`config.mk`:
```
export PLATFORM = sky130hd
export DESIGN_NAME = lsu_mem_adapter
export DESIGN_NICKNAME = d
export VERILOG_FILES = /design/src/rtl/lsu_mem_adapter.sv
export SDC_FILE = /design/constraint.sdc
export NUM_CORES = 1
export LEC_CHECK = 0
export ABC_AREA = 1
export BUFFER_PORTS_ARGS = -buffer_cell sky130_fd_sc_hd__buf_2
export CAP_MARGIN = 30
export CELL_PAD_IN_SITES_DETAIL_PLACEMENT = 0
export CELL_PAD_IN_SITES_GLOBAL_PLACEMENT = 2
export CORE_ASPECT_RATIO = 0.7
export CORE_MARGIN = 2
export CORE_UTILIZATION = 27
export CTS_BUF_LIST = sky130_fd_sc_hd__clkbuf_2 sky130_fd_sc_hd__clkbuf_4 sky130_fd_sc_hd__clkbuf_8
export DETAILED_ROUTE_END_ITERATION = 12
export GPL_TIMING_DRIVEN = 0
export PLACE_DENSITY = 0.8
export SLEW_MARGIN = 20
export SYNTH_ARGS = -nofsm -noshare
export SYNTH_HDL_FRONTEND = slang
export SYNTH_SLANG_ARGS = --single-unit
```
`constraint.sdc`:
```
create_clock -name clk -period 1.91 [get_ports clk]
set_input_delay 0.2865 -clock clk [delete_from_list [all_inputs] [get_ports clk]]
set_output_delay 0.2865 -clock clk [all_outputs]
set_load 0.05 [all_outputs]
```
`src/rtl/lsu_mem_adapter.sv`:
```
// lsu_mem_adapter
//   Load/store adapter between the execute stage and the data port of the
//   cached memory subsystem. Checks a request for funct3 legality and
//   alignment, forms the word address, byte mask and lane-replicated store
//   data, and holds the matching enable until memory answers. Load data is
//   extracted from its lane and sign/zero extended. An access that gets no
//   answer within TIMEOUT_CYCLES cycles is aborted with an error.
//
// Ports
//   clk, rst                 clock, synchronous active-low reset
//   ex_*                     request from execute (valid, store, funct3, addr, data, rd)
//   lsu_busy                 stall while an access is outstanding
//   resp_valid/is_load/rd/data  one-cycle completion pulse and payload
//   err_valid/err_code       one-cycle error pulse (01 misaligned, 10 funct3, 11 timeout)
//   mem_*_enable, mem_address, mem_mask_vector, mem_write_data   memory request
//   mem_read_done, mem_write_done, mem_read_data                 memory response
//
// state   | meaning
// --------+-------------------------------------------------------------
// ST_IDLE | no access outstanding; requests accepted or rejected here
// ST_WAIT | enable held, waiting for the matching done or the timeout

module lsu_mem_adapter #(
   parameter int ADDRESS_WIDTH  = 32,
   parameter int DATA_WIDTH     = 32,
   parameter int TIMEOUT_CYCLES = 1023
) (
   input  logic                     clk,
   input  logic                     rst,
   input  logic                     ex_valid,
   input  logic                     ex_is_store,
   input  logic [2:0]               ex_funct3,
   input  logic [ADDRESS_WIDTH-1:0] ex_addr,
   input  logic [DATA_WIDTH-1:0]    ex_store_data,
   input  logic [4:0]               ex_rd,
   output logic                     lsu_busy,
   output logic                     resp_valid,
   output logic                     resp_is_load,
   output logic [4:0]               resp_rd,
   output logic [DATA_WIDTH-1:0]    resp_data,
   output logic                     err_valid,
   output logic [1:0]               err_code,
   output logic                     mem_read_enable,
   output logic                     mem_write_enable,
   output logic [ADDRESS_WIDTH-1:0] mem_address,
   output logic [3:0]               mem_mask_vector,
   output logic [DATA_WIDTH-1:0]    mem_write_data,
   input  logic                     mem_read_done,
   input  logic                     mem_write_done,
   input  logic [DATA_WIDTH-1:0]    mem_read_data
);

   localparam int CW = $clog2(TIMEOUT_CYCLES + 1);
   localparam logic [CW-1:0] CNT_LAST = CW'(TIMEOUT_CYCLES - 1);

   typedef enum logic {ST_IDLE, ST_WAIT} state_t;

   state_t state, state_nxt;

   logic          req_is_load;
   logic [2:0]    req_funct3;
   logic [1:0]    req_off;
   logic [4:0]    req_rd;
   logic [CW-1:0] cnt;

   // request decode
   logic       f3_illegal;
   logic       misaligned;
   logic [3:0] mask_nxt;
   logic [DATA_WIDTH-1:0] wdata_nxt;

   always_comb begin
      f3_illegal = 1'b0;
      misaligned = 1'b0;
      mask_nxt   = 4'b0000;
      wdata_nxt  = ex_store_data;
      case (ex_funct3)
         3'b000, 3'b100: begin
            mask_nxt  = 4'b0001 << ex_addr[1:0];
            wdata_nxt = {4{ex_store_data[7:0]}};
         end
         3'b001, 3'b101: begin
            mask_nxt   = 4'b0011 << ex_addr[1:0];
            wdata_nxt  = {2{ex_store_data[15:0]}};
            misaligned = ex_addr[0];
         end
         3'b010: begin
            mask_nxt   = 4'b1111;
            wdata_nxt  = ex_store_data;
            misaligned = (ex_addr[1:0] != 2'b00);
         end
         default: f3_illegal = 1'b1;
      endcase
      // unsigned widths exist only for loads
      if (ex_is_store && ex_funct3[2])
         f3_illegal = 1'b1;
   end

   // load lane extraction and extension
   logic [DATA_WIDTH-1:0] rd_shift;
   logic [DATA_WIDTH-1:0] load_ext;

   always_comb begin
      rd_shift = mem_read_data >> {req_off, 3'b000};
      case (req_funct3)
         3'b000:  load_ext = {{24{rd_shift[7]}}, rd_shift[7:0]};
         3'b001:  load_ext = {{16{rd_shift[15]}}, rd_shift[15:0]};
         3'b100:  load_ext = {24'd0, rd_shift[7:0]};
         3'b101:  load_ext = {16'd0, rd_shift[15:0]};
         default: load_ext = mem_read_data;
      endcase
   end

   // FSM
   logic accept_ok, accept_err, finish, timeout;
   logic done_match;

   assign done_match = req_is_load ? mem_read_done : mem_write_done;

   always_ff @(posedge clk) begin
      if (!rst)
         state <= ST_IDLE;
      else
         state <= state_nxt;
   end

   always_comb begin
      state_nxt  = state;
      accept_ok  = 1'b0;
      accept_err = 1'b0;
      finish     = 1'b0;
      timeout    = 1'b0;
      case (state)
         ST_IDLE: begin
            if (ex_valid) begin
               if (f3_illegal || misaligned) begin
                  accept_err = 1'b1;
               end else begin
                  accept_ok = 1'b1;
                  state_nxt = ST_WAIT;
               end
            end
         end
         ST_WAIT: begin
            // a done in the last cycle still completes the access
            if (done_match) begin
               finish    = 1'b1;
               state_nxt = ST_IDLE;
            end else if (cnt == CNT_LAST) begin
               timeout   = 1'b1;
               state_nxt = ST_IDLE;
            end
         end
         default: state_nxt = ST_IDLE;
      endcase
   end

   // registered request fields and response pulses
   always_ff @(posedge clk) begin
      if (!rst) begin
         req_is_load     <= 1'b0;
         req_funct3      <= 3'b000;
         req_off         <= 2'b00;
         req_rd          <= 5'd0;
         cnt             <= '0;
         mem_address     <= '0;
         mem_mask_vector <= 4'b0000;
         mem_write_data  <= '0;
         resp_valid      <= 1'b0;
         resp_is_load    <= 1'b0;
         resp_rd         <= 5'd0;
         resp_data       <= '0;
         err_valid       <= 1'b0;
         err_code        <= 2'b00;
      end else begin
         resp_valid <= 1'b0;
         err_valid  <= 1'b0;
         if (accept_err) begin
            err_valid <= 1'b1;
            err_code  <= f3_illegal ? 2'b10 : 2'b01;
         end
         if (accept_ok) begin
            req_is_load     <= !ex_is_store;
            req_funct3      <= ex_funct3;
            req_off         <= ex_addr[1:0];
            req_rd          <= ex_rd;
            cnt             <= '0;
            mem_address     <= {ex_addr[ADDRESS_WIDTH-1:2], 2'b00};
            mem_mask_vector <= mask_nxt;
            mem_write_data  <= wdata_nxt;
         end
         if (finish) begin
            resp_valid   <= 1'b1;
            resp_is_load <= req_is_load;
            resp_rd      <= req_rd;
            resp_data    <= req_is_load ? load_ext : '0;
         end else if (timeout) begin
            err_valid <= 1'b1;
            err_code  <= 2'b11;
         end else if (state == ST_WAIT) begin
            cnt <= cnt + 1'b1;
         end
      end
   end

   assign lsu_busy         = (state == ST_WAIT);
   assign mem_read_enable  = (state == ST_WAIT) &&  req_is_load;
   assign mem_write_enable = (state == ST_WAIT) && !req_is_load;

endmodule

```
# Yosys cells after proc, flatten, opt, wreduce, memory -nomap -nowiden
# Index checks and enable logic that the tools add are counted.
dict set report word_totals {
  reg_bits 130
  inputBits 110
  word_cells 74
}
dict set report classes {
  add_sub_neg 1
  eq_ne 8
  n_shift 3
  n_mux 34
  bitwise 1
  n_reduce_logical 12
}
# op n
set ops {}
lappend ops {{$pmux 32 s4} 1}
lappend ops {{$pmux 32 s2} 1}
lappend ops {{$mux 10} 4}
lappend ops {{$mux 32} 1}
lappend ops {{$shr 32x5->16} 1}
lappend ops {{$mux 1} 20}
lappend ops {{$eq 3x3->1 const B} 4}
lappend ops {{$pmux 4 s3} 1}
lappend ops {{$add 10x1->10 const B} 1}
lappend ops {{$eq 10x10->1 const B} 1}
lappend ops {{$mux 2} 4}
lappend ops {{$eq 3x1->1 const B} 2}
lappend ops {{$logic_not 3->1} 2}
lappend ops {{$reduce_or 5->1} 1}
lappend ops {{$pmux 1 s2} 2}
lappend ops {{$reduce_or 2->1} 2}
lappend ops {{$shl 1x2->4 const A} 1}
lappend ops {{$shl 2x2->4 const A} 1}
lappend ops {{$eq 3x2->1 const B} 1}
lappend ops {{$logic_and 1x1->1} 3}
lappend ops {{$logic_not 1->1} 2}
lappend ops {{$reduce_bool 2->1} 1}
lappend ops {{$logic_or 1x1->1} 1}
lappend ops {{$not 1->1} 1}

# Depth between registers and ports, before layout
dict set report depth {
  ltp_word 12
  mapped_depth 11
  depth_no_buf 10
}

# Worst setup path after synthesis
# No wires, ideal clock.
dict set report synth_timing {
  path_type {reg-to-output}
  startpoint {reg state, in the netlist lsu_busy}
  endpoint {out mem_write_enable}
  t_arrival_ps 1510
  required_ps 1623
  setup_slack_ps 113
  stages_incl_launch_ff 3
  path_buffers 0
  cell_sequence {dfxtp_1 > inv_1 > nor2_1}
}
dict set report synth_via {
  elab_chain_len 1
}
# item line_no
set synth_lines {}
lappend synth_lines {{from (decl)} 58} ;# state_t state, state_nxt;
lappend synth_lines {{from (signal assigned)} 124} ;# state <= state_nxt;
lappend synth_lines {{$logic_and 1x1->1} 208} ;# assign mem_write_enable = (state == ST_WAIT) && !req_is_load;
lappend synth_lines {{to (decl)} 44} ;# output logic mem_write_enable,
# Every way passes these cells.

# Worst setup path after layout
# Same ends and word-level chain as after synthesis.

==> metrics <==
fin crit share between 90% and 100%; leakage 0.00393 uW; routed wl met2 between 9000 and 10000 um; core area 22800 sq um; Post-synth EDFFs 0; DR vias/cell between 4 and 5; CTS tree built; First-pass DRT Iterations 5; latest clock arrival within the worst-skew pair roughly 0.46 ns; pwr/cell area 812 nW/um^2; Clk pin slew, worst setup/hold paths 0.08 ns; slew of the pin with the lowest slew margin 0.714 ns; CP required 1.62 ns; final instance area 8230 sq um; Slew Limit Headroom 52.4%; Post-synth top flop dfxtp_1; FF/Latch Area 2600 sq um; metal3 WL 1750 um; top routing layer in use met5; Post-synth ARST share 0%; cell count after synthesis 882; Iter 0 DRT Violations 352; peak supply drop approximately 0.38 mV; maximum capacitance violations 0; share of cells above drive strength 1 roughly 32%; WS Path Type reg2out; CTS Buf Count 17; setup TNS 0 ns; synthesis-to-layout area growth 29.9%; Crit. End Element output port; Pins Over Slew Limit 0; buffers inserted by post-CTS timing repair 0; Setup-failing EPs final 0; fin crit period around 1.8 ns; number of global-route vias before repair ~6400; vias 6548; internal power 4470 uW; die width 187 um; post-synthesis sequential area ratio 41.1%; Area contributors post-synth dfxtp_1, nand2_1, nand3_2; Routed Wire Length 23200 um; worst path arrival time 1.48 ns; Comb power frac 21.3%; hpwl dp 17800 um; # rows 46; die height 132 um; post-CTS resize count 0; detailed-route DRC error count 0; largest stage delay on the critical path 0.47 ns; Seq cells post-synth between 100 and 150; grt ovf 0; clock power share 35.9%; Hold WC Path Type in2reg; crit path max fanout 5; Layout fillers roughly 2500; CP Cell Sequence inv_1 > nor2_1 > buf_2; Routed WL per cell 16.0 um; GRT Total Usage 18.8%; total power 6680 uW; Hold Buf Count CTS 0; I/O pins 223; yosys warns 0; Cell Area, Placed 7820 sq um; first-pass GRT wire length 36000 um; initial antenna violation count 4; Layout Skew about 0.011 ns; GPL Wtd Cong 0.823; Synth cell types 34; die area about 25000 sq um; clk sink count 130; FMAX 567 MHz; Max stage delay cell, worst path dfxtp_1; top-area cell type share of the netlist area 41.1%; RSZ-0062 raised after global routing no; final hold vios 0; NetSw 2210 uW; largest net degree at the start of global routing 17; clock root buffer clkbuf_8; Clock Tree Buf Depth 2; Startpoint Class flop; Multi-input gate area about 3100 sq um; Synth Area per Inst 7.18 sq um; Port Buffer Count 219; routed length on met1 11900 um; status finished clean; H-tree level count 4; Yosys top cell by area dfxtp_1; sequential share of power between 40 and 50%; Net count, final 1233; Starting Density 27.7%; mapped cell area 6330 sq um; sw frac 33.1%; DRT antenna net count 0
==> power groups by stage <==
| stage | sequential (uW) | clock, uW | combinational, uW |
|---|---|---|---|
| finish | 2860 | 2400 | 1420 |
| global placement | 2920 | 0 | 1430 |
| global route | 2870 | 2600 | 1550 |
| floorplan | 3200 | 0 | 677 |
| detailed placement | 2920 | 0 | 1420 |
| CTS | 2860 | 2470 | 1430 |
==> area by class of cell <==
class / instances / share of cell area (%)
clock buffer: 22 / 3.38
sequential: 130 / 31.6
timing repair buffer: 219 / 13.3
clock inverter: 10 / 1.34
tap: 312 / 4.74
inverter: 73 / 3.35
antenna: 4 / 0.122
multi-input combinational: 622 / 37.6
buffer: 58 / 4.53
==> synth_stat cells (all sizes together) (2+ instances only) <==
cell type,n
dfxtp,130
ha,2
or2,5
nor3,7
o211ai,13
nand2,292
inv,71
nand3,103
a21oi,95
buf,41
o21ai,42
o22ai,4
nor2,41
clkbuf,17
nand4,7
o31ai,3
o221ai,2
clkinv,2
==> path summary, 6_finish.rpt <==
kind,slack (ns),endpoint,cells after the start,from
setup / recovery,0.15,mem_write_enable,3,lsu_busy
hold / removal,0.08,mem_address[17],3,ex_addr[17]
setup reg to reg,0.18,resp_data[5],9,req_off[1]
hold reg to reg,0.45,resp_data[9],2,resp_data[9]
==> flip-flops by register name (all words and copies together), names as in the netlist, 2 cells and up <==
signal,flops
cnt,10
err_code,2
mem_address,30
mem_mask_vector,4
mem_write_data,32
req_funct3,3
req_off,2
req_rd,5
resp_data,32
resp_rd,5
==> layer usage <==
metal  GRT usage, %  up-vias
met5              0        -
met4           5.60        2
met3           6.95       25
met2           25.8      187
met1           27.1     2989
li1               -     3345
==> placed cells by master (no fill, tap or decap), drive strengths merged <==
master / instances
nand2: 292
diode: 4
clkinv: 6
dfxtp: 130
conb: 2
or2: 5
nor2: 41
o21ai: 42
inv: 71
ha: 2
clkbuf: 39
a21oi: 95
nand3: 103
o211ai: 13
clkinvlp: 4
nand3b: 1
nand4: 7
o221ai: 2
a21boi: 1
o31ai: 3
and2: 1
bufinv: 2
o2111ai: 1
nor3: 7
o22ai: 4
buf: 260
==> stage by stage <==
stage	utilization (%)	setup slack, ns	hold slack (ns)	std cells
after floorplan	-	0.113	0.425	883
after detailed placement	34.2	0.0781	0.437	1414
after CTS	35.9	0.0654	0.0340	1446
after global routing	36.0	0.0373	0.0314	1448
final	36.0	0.147	0.0775	1450
after global placement	34.2	0.0995	0.436	1414
==> logic make-up after synthesis <==
logic type / after synthesis / synth area share, %
flops: 130 / 41.1
simple gates: 457 / 34.2
buf+inv: 131 / 10.2
compound gates: 161 / 14.1
fa+ha+maj: 2 / 0.395
other cells: 1 / 0.0592
==> critical path: cells and delay by family, from the launching register on <==
| family | cells | cell delay, ns |
|---|---|---|
| buffers and inverters | 2 | 0.40 |
| and+or+nand+nor | 1 | 0.15 |
| DFF | 1 | 0.47 |
Note: power is estimated with default switching activity, not from simulation.
